===== src/rtl/hazard_sequencer.sv =====
// Stall/flush controller for the 5-stage pipeline: fixed-priority hazard resolution,
// deferred redirect behind i-cache misses, drain/halt sequencing and saturating counters.
module hazard_sequencer #(
  parameter int ADDR_W       = 32,
  parameter int CNT_W        = 32,
  parameter int DRAIN_CYCLES = 4
) (
  input  logic              clk,
  input  logic              rst_n,
  input  logic              ic_miss,
  input  logic              dc_miss,
  input  logic              dec_uses_rs,
  input  logic [4:0]        dec_rs_addr,
  input  logic              dec_uses_rt,
  input  logic [4:0]        dec_rt_addr,
  input  logic              ex_is_load,
  input  logic [4:0]        ex_rw_addr,
  input  logic              ex_mispredict,
  input  logic [ADDR_W-1:0] ex_recovery_target,
  input  logic              drain_req,
  output logic              pc_stall,
  output logic              pc_redirect,
  output logic [ADDR_W-1:0] pc_redirect_target,
  output logic              i2d_stall,
  output logic              i2d_flush,
  output logic              d2e_stall,
  output logic              d2e_flush,
  output logic              e2m_stall,
  output logic              e2m_flush,
  output logic              m2w_stall,
  output logic              m2w_flush,
  output logic              halted,
  output logic [CNT_W-1:0]  stall_cycles,
  output logic [CNT_W-1:0]  mispredict_count
);

  typedef enum logic [1:0] {
    RUN    = 2'd0,
    DRAIN  = 2'd1,
    HALTED = 2'd2
  } state_t;

  localparam int DC_W = $clog2(DRAIN_CYCLES + 1);
  localparam logic [DC_W-1:0] DRAIN_LOAD = DC_W'(DRAIN_CYCLES);
  localparam logic [DC_W-1:0] DRAIN_ONE  = DC_W'(1);
  localparam logic [CNT_W-1:0] CNT_MAX   = {CNT_W{1'b1}};

  state_t            state_r;
  state_t            state_nxt_s;
  logic [DC_W-1:0]   drain_cnt_r;
  logic [DC_W-1:0]   drain_cnt_nxt_s;
  logic              pend_r;
  logic [ADDR_W-1:0] pend_tgt_r;
  logic [CNT_W-1:0]  stall_cnt_r;
  logic [CNT_W-1:0]  mp_cnt_r;

  logic lu_s;
  logic mp_accept_s;
  logic mp_defer_s;
  logic pend_fire_s;

  assign lu_s = ex_is_load & (ex_rw_addr != 5'd0) &
                ((dec_uses_rs & (dec_rs_addr == ex_rw_addr)) |
                 (dec_uses_rt & (dec_rt_addr == ex_rw_addr)));

  // A d-cache miss freezes EX, so the branch re-presents its mispredict next cycle.
  assign mp_accept_s = ex_mispredict & ~dc_miss;
  assign mp_defer_s  = mp_accept_s & (ic_miss | (state_r != RUN));
  assign pend_fire_s = pend_r & ~mp_accept_s & ~dc_miss & ~ic_miss & ~lu_s & (state_r == RUN);

  assign halted           = (state_r == HALTED);
  assign stall_cycles     = stall_cnt_r;
  assign mispredict_count = mp_cnt_r;

  // Per-cycle pipeline controls in priority order.
  always_comb begin
    pc_stall           = 1'b0;
    pc_redirect        = 1'b0;
    pc_redirect_target = {ADDR_W{1'b0}};
    i2d_stall          = 1'b0;
    i2d_flush          = 1'b0;
    d2e_stall          = 1'b0;
    d2e_flush          = 1'b0;
    e2m_stall          = 1'b0;
    e2m_flush          = 1'b0;
    m2w_stall          = 1'b0;
    m2w_flush          = 1'b0;
    if (dc_miss) begin
      pc_stall  = 1'b1;
      i2d_stall = 1'b1;
      d2e_stall = 1'b1;
      e2m_stall = 1'b1;
      m2w_flush = 1'b1;
    end else if (mp_accept_s) begin
      i2d_flush = 1'b1;
      d2e_flush = 1'b1;
      if (mp_defer_s) begin
        pc_stall = 1'b1;
      end else begin
        pc_redirect        = 1'b1;
        pc_redirect_target = ex_recovery_target;
      end
    end else if (lu_s) begin
      pc_stall  = 1'b1;
      i2d_stall = 1'b1;
      d2e_flush = 1'b1;
    end else if (pend_fire_s) begin
      pc_redirect        = 1'b1;
      pc_redirect_target = pend_tgt_r;
      i2d_flush          = 1'b1;
    end else if (ic_miss | pend_r | (state_r != RUN)) begin
      // Fetch is frozen; whatever sits in i2d is wrong-path or a bubble.
      pc_stall  = 1'b1;
      i2d_flush = 1'b1;
    end else begin
      pc_stall  = 1'b0;
      i2d_flush = 1'b0;
    end
  end

  // Drain/halt next-state and drain counter.
  always_comb begin
    state_nxt_s     = state_r;
    drain_cnt_nxt_s = drain_cnt_r;
    case (state_r)
      RUN: begin
        if (drain_req) begin
          state_nxt_s     = DRAIN;
          drain_cnt_nxt_s = DRAIN_LOAD;
        end else begin
          state_nxt_s = RUN;
        end
      end
      DRAIN: begin
        if (!drain_req) begin
          state_nxt_s = RUN;
        end else if (!e2m_stall) begin
          drain_cnt_nxt_s = drain_cnt_r - DRAIN_ONE;
          if (drain_cnt_r == DRAIN_ONE) begin
            state_nxt_s = HALTED;
          end else begin
            state_nxt_s = DRAIN;
          end
        end else begin
          state_nxt_s = DRAIN;
        end
      end
      HALTED: begin
        if (!drain_req) begin
          state_nxt_s = RUN;
        end else begin
          state_nxt_s = HALTED;
        end
      end
      default: begin
        state_nxt_s     = RUN;
        drain_cnt_nxt_s = {DC_W{1'b0}};
      end
    endcase
  end

  // State, pending redirect and counter registers.
  always_ff @(posedge clk or negedge rst_n) begin
    if (!rst_n) begin
      state_r     <= RUN;
      drain_cnt_r <= {DC_W{1'b0}};
      pend_r      <= 1'b0;
      pend_tgt_r  <= {ADDR_W{1'b0}};
      stall_cnt_r <= {CNT_W{1'b0}};
      mp_cnt_r    <= {CNT_W{1'b0}};
    end else begin
      state_r     <= state_nxt_s;
      drain_cnt_r <= drain_cnt_nxt_s;
      if (mp_defer_s) begin
        pend_r     <= 1'b1;
        pend_tgt_r <= ex_recovery_target;
      end else if (mp_accept_s | pend_fire_s) begin
        pend_r <= 1'b0;
      end
      if ((state_r == RUN) && pc_stall && (stall_cnt_r != CNT_MAX)) begin
        stall_cnt_r <= stall_cnt_r + {{(CNT_W-1){1'b0}}, 1'b1};
      end
      if (mp_accept_s && (mp_cnt_r != CNT_MAX)) begin
        mp_cnt_r <= mp_cnt_r + {{(CNT_W-1){1'b0}}, 1'b1};
      end
    end
  end

endmodule


===== config.mk =====
export PLATFORM = sky130hd
export DESIGN_NAME = hazard_sequencer
export DESIGN_NICKNAME = d
export VERILOG_FILES = /design/src/rtl/hazard_sequencer.sv
export SDC_FILE = /design/constraint.sdc
export NUM_CORES = 1
export LEC_CHECK = 0
export ABC_AREA = 1
export CAP_MARGIN = 20
export CORE_ASPECT_RATIO = 2
export CORE_MARGIN = 10
export CORE_UTILIZATION = 49
export DETAILED_ROUTE_END_ITERATION = 6
export GPL_TIMING_DRIVEN = 1
export PLACE_DENSITY_LB_ADDON = 0.15
export SYNTH_ARGS = -nofsm -noshare
export SYNTH_HDL_FRONTEND = slang
export SYNTH_SLANG_ARGS = --single-unit

===== constraint.sdc =====
create_clock -name clk -period 2.5 [get_ports clk]
set_input_delay 0.5 -clock clk [delete_from_list [all_inputs] [get_ports clk]]
set_output_delay 0.5 -clock clk [all_outputs]
set_load 0.02 [all_outputs]

# Word-level counts from Yosys, hierarchy flattened
# Cells that the tools add are included.
# word_totals
ff_bits	102
inputBits	56
output_inout_bits	107
# op_classes
add_sub_neg	3
eq_ne	10
n_mux	38
bitwise_logic	21
reduce_logical	8
# op_table
operator	count
32-bit 2-to-1 mux	5
32-bit by 1-bit adder with 32-bit output (second input constant)	2
32-bit != test (second input constant)	2
1-bit 2-to-1 mux	24
1-bit AND	11
5-bit == test	2
3-bit 2-to-1 mux	3
3-bit case mux with 3 select lines	1
2-bit 2-to-1 mux	4
2-bit != test (second input constant)	3
2-bit case mux with 3 select lines	1
1-bit inverter	5
1-bit bitwise OR	5
5-bit nonzero test	1
4-bit AND reduction	1
2-bit nonzero test	2
3-bit by 1-bit == test with 1-bit output (second input constant)	1
1-bit logical AND	3
3-bit by 1-bit subtractor with 3-bit output (second input constant)	1
2-bit by 1-bit == test with 1-bit output (second input constant)	1
2-bit == test (second input constant)	1
2-bit logical NOT	1

# Depth between registers and ports, before layout
# depth
depth_word	14
ltp_mapped	14
ltp_nobuf	13

# Least setup slack after synthesis
# No wires, ideal clock.
# synth_timing
path_type	register to output
from	reg state_r[0]
to	out pc_redirect_target[22]
arrival_ns	1.752
required_time_ns	2.000
slack_ns	0.248
path_stages_with_launch	8
n_path_buf	1
path_cell_list	dfrtp_1 > nor2_4 > inv_2 > or2_4 > nor2_4 > buf_1 > nand3_1 > a21oi_1
# synth_between
elab_chain_len	6
# synth_rtl
element	line	source
start: declaration	48	state_t state_r;
start signal: assignment	172	state_r <= state_nxt_s;
2-bit logical NOT / 2-bit nonzero test (equally long branches)	69, 68	
1-bit AND / 1-bit bitwise OR (equally long branches)	69, 68	
32-bit 2-to-1 mux / 1-bit AND (equally long branches)	107, 68	
32-bit 2-to-1 mux (on tied branches)	103, 97	
32-bit 2-to-1 mux *	94	end else if (mp_accept_s) begin
32-bit 2-to-1 mux *	88	if (dc_miss) begin
end: declaration	23	output logic [ADDR_W-1:0] pc_redirect_target,
# Mark *: on every way between the ends. The rest lies on a longest branch, timed or not.

# Worst setup path in the final report
# layout_timing
from	reg state_r[0]
to	out pc_redirect_target[12]
# The elaborated chain is that of the path after synthesis.

==> flow_summary.rst <==
.. list-table::
   :header-rows: 1

   * - Metric
     - Value
   * - Status
     - finished clean
   * - Part of the total power dissipated in sequential elements
     - 43.5%
   * - Total wirelength of the detailed-routed design
     - between 20,000 and 25,000 µm
   * - Final worst-path cycle share
     - between 90 and 100%
   * - Endpoint kind of the worst setup timing path
     - output port
   * - Distinct cell type count after synthesis
     - 33
   * - Relative slew slack
     - 56.6%
   * - # IOs
     - approximately 160
   * - Power Dens Cells
     - approximately 530 nW/µm²
   * - Pin count of the biggest net entering global routing
     - 49
   * - Overall die width
     - 99.2 µm
   * - Final net count
     - roughly 1,100
   * - CTS clk-pin slew, worst paths
     - ~70 ps
   * - Hold_buf cts
     - 0
   * - Cell family with most CP delay
     - simple AND/OR/NAND/NOR gates
   * - Part of the total power dissipated in the clock network
     - roughly a third
   * - TritonCTS clock tree
     - done
   * - Sw Share
     - 32.5%
   * - Clock insertion delay at the later pin of the skew report
     - 350 ps
   * - Antenna violations before repair
     - 1
   * - Global-route wire length before repair
     - 33,200 µm
   * - Power Total
     - around 4.7 mW
   * - Final setup TNS
     - 0 ps
   * - Final global-route overflow total
     - 0
   * - Post-Syn Area
     - slightly above 6000 µm²
   * - WP data required
     - 2000 ps
   * - Pins over their slew limit
     - 0
   * - TritonCTS sink count
     - 102
   * - Routed length per instance
     - between 15 and 20 µm
   * - Detailed Route Iter0 Violations
     - between 300 and 400
   * - Number of failing hold endpoints at the final stage
     - 0
   * - Number of placement rows
     - 57
   * - Area Overhead vs Synth
     - 42.6%
   * - Total die area
     - ~18,000 µm²
   * - Cell count after synthesis
     - about 850
   * - Worst-path cell chain
     - nor2_4 -> inv_2 -> or2_4 -> nor2_4 -> buf_12 -> buf_12 -> nand3_1 -> a21oi_2 -> buf_6
   * - Kind of path behind the tightest hold check
     - input pin to asynchronous set/reset pin
   * - Type of the worst setup path
     - register to output port
   * - Total clock buffers created by CTS
     - 9
   * - Data arrival, critical path
     - a little under 2000 ps
   * - Buffer levels on the longest clock path
     - 2
   * - Count of fill cells added during filler insertion
     - just under 1,000
   * - Number of remaining DRC errors
     - 0
   * - Combined global-route utilization of all metal layers
     - ~23%
   * - Number of max-capacitance violations reported
     - 0
   * - Post-route setup slack
     - roughly 11 ps
   * - Share of layout cells above drive strength 1
     - between 10% and 20%
   * - Number of setup violations in the final report
     - 0
   * - Top-area cell type share of the netlist area
     - 41.5%
   * - Worst slack after detailed placement
     - -867 ps
   * - Cell area after layout
     - 8770 µm²
   * - Critical path launch point type
     - register
   * - Final period demand of the worst path
     - between 2000 and 2500 ps
   * - Via count of the first global-routing pass
     - 6,723
   * - Slowest cell on crit path
     - sky130_fd_sc_hd__dfrtp_1
   * - Largest cells by area after synthesis
     - sky130_fd_sc_hd__dfrtp_1, sky130_fd_sc_hd__nand2_1, sky130_fd_sc_hd__xor2_1
   * - Placed standard-cell area
     - just over 8000 µm²
   * - Transition time at the pin with the least slew margin
     - between 600 and 700 ps
   * - Count of vias placed by the detailed router
     - roughly 6,500
   * - H-tree level count
     - 3
   * - Flop2flop setup slack
     - around 260 ps
   * - RSZ-0062 raised after global routing
     - yes
   * - Area leader, netlist
     - sky130_fd_sc_hd__dfrtp_1
   * - Number of warnings printed during yosys synthesis
     - 0
   * - Global placement routability congestion
     - between 0.9 and 1
   * - Reg2Reg Launch Point
     - stall_cycles[0]$_DFFE_PN0P_
   * - Antenna Nets Post-Route
     - 0
   * - Worst Skew
     - 11.6 ps
   * - Floorplan die height
     - roughly 180 µm
   * - Avg Cell Area, Syn
     - a little over 7 µm²
   * - Delay of the slowest cell on the worst path
     - 410 ps
   * - Switching power summed over all nets
     - roughly 1.5 mW
   * - Number of flip-flops and latches in the synthesized netlist
     - a little over 100
   * - Via density per instance
     - roughly 5.5
   * - Worst R2R End
     - stall_cycles[10]$_DFFE_PN0P_
   * - Root buffer cell
     - sky130_fd_sc_hd__clkbuf_16
   * - Crit path max fanout
     - 7
   * - Starting density of the core
     - between 50% and 60%
   * - Worst reg-to-reg path cell count
     - 11
   * - Int Pwr
     - about 3.1 mW
   * - Static Leak
     - 4.21 nW
   * - Sum of net half-perimeters after detailed placement
     - ~15,000 µm
   * - TritonRoute pass-1 iters
     - 6
   * - Part of the Yosys area used for sequential elements
     - about two fifths
   * - Buffering stage count on the worst path with inverters included
     - 4
   * - Proportion of power drawn by combinational gates
     - 24.7%
   * - Achievable frequency
     - 402 MHz
   * - PortBufs
     - between 150 and 200
   * - Worst supply voltage drop on vdd
     - roughly 0.50 mV
   * - CORE AREA
     - approximately 12,000 µm²
-- flip-flops by register name (all words and copies together) (netlist names) --
| name | flops |
|---|---|
| pend_r | 1 |
| mispredict_count | 32 |
| drain_cnt_r | 3 |
| pend_tgt_r | 32 |
| stall_cycles | 32 |
| state_r | 2 |
-- cells in the mapped netlist (all sizes together) --
cell type,number
nor2,77
clkbuf,18
nor3b,2
conb,1
nand2,286
buf,24
inv,56
or2,1
xnor2,17
nand4,53
o21ai,8
clkinv,1
nor3,24
dfrtp,102
ha,4
nor4,3
a22oi,1
nand3b,4
a221oi,1
a21oi,66
nand3,59
xor2,41
-- power groups by stage --
stage,sequential [mW],combinational (mW),clock [mW]
6_report,2.03,1.15,1.48
3_3_place_gp,2.04,1.10,0
4_1_cts,2.02,1.12,1.51
3_5_place_dp,2.04,1.12,0
5_1_grt,2.05,1.26,1.57
2_1_floorplan,2.10,0.490,0
-- placed cells by master, fill, tap and decap left out, drive strengths merged, types with 5 or more instances in the layout --
cell type / n
nor3: 24
dlygate4sd2: 8
nand3: 59
o21ai: 8
nand4: 53
nor2: 77
inv: 58
nand2: 286
xnor2: 17
buf: 87
clkdlybuf4s50: 103
dfrtp: 102
xor2: 41
clkbuf: 17
a21oi: 66
clkinv: 5
-- how the worst max path moves through the flow --
stage | start | to | cells after the start | slack [ps]
after floorplan | state_r[0]$_DFF_PN0_ | pc_redirect_target[22] | 7 | 250
after global placement | ex_rw_addr[3] | pc_redirect_target[12] | 11 | -860
after detailed placement | ex_rw_addr[3] | pc_redirect_target[12] | 11 | -870
after CTS | dec_uses_rs | pc_redirect_target[13] | 11 | 1
after global routing | ex_mispredict | pc_redirect_target[5] | 9 | -60
final | state_r[0]$_DFF_PN0_ | pc_redirect_target[12] | 9 | 10
-- final cells by class --
class                   instances  area, µm²  share of cell area, %
flip-flops and latches        102       2550                   29.1
repair buffers                212       2150                   24.5
clock inverters                 7       92.6                   1.06
diodes                          1       2.50                 0.0285
multi-input cells             649       3350                   38.2
well taps                     147        184                   2.10
inverters                      57        214                   2.44
clock buffers                   9        225                   2.57
-- per-stage QoR --
step                      util [%]  std cells  hold WS, ps
final                         71.9       1184         50.7
after detailed placement      66.5       1153          432
after global placement        66.5       1153          431
after global routing          71.9       1184         64.0
after floorplan                  -        850          204
after CTS                     69.7       1176         57.9
-- per-layer routing --
metal / wire length [µm] / up-vias / global-route usage [%]
li1: - / 3126 / -
met1: 7220 / 3090 / 22.4
met2: 11600 / 248 / 42.0
met3: 1480 / 74 / 6.47
met4: 1080 / 0 / 11.8
met5: 0 / - / 0
-- repair_timing --
action | CTS | global route
cloned | 3 | 3
resized for setup | 212 | 66
setup buffers | 4 | 4
endpoints found under the setup margin | 69 | 67
pin swaps | 14 | 16
-- cell families (layout without fill, tap and decap cells) --
logic type	after synthesis	in the layout	synth area share (%)
adder cells (fa/ha/maj)	4	4	0.814
flip-flops	102	102	41.5
other	1	3	0.0610
buffers and inverters	99	285	6.86
XOR/XNOR	58	58	8.26
AO/OA/AOI/OAI	76	76	6.29
AND/OR/NAND/NOR	509	509	36.2
-- worst register-to-register path, delay by kind of cell, from the launching register on --
family,cells,cell delay [ps]
adders and majority gates,1,230
and+or+nand+nor,8,1120
DFF,1,440
buffers and inverters,2,350
No activity file was read; power rests on OpenSTA's default activity.
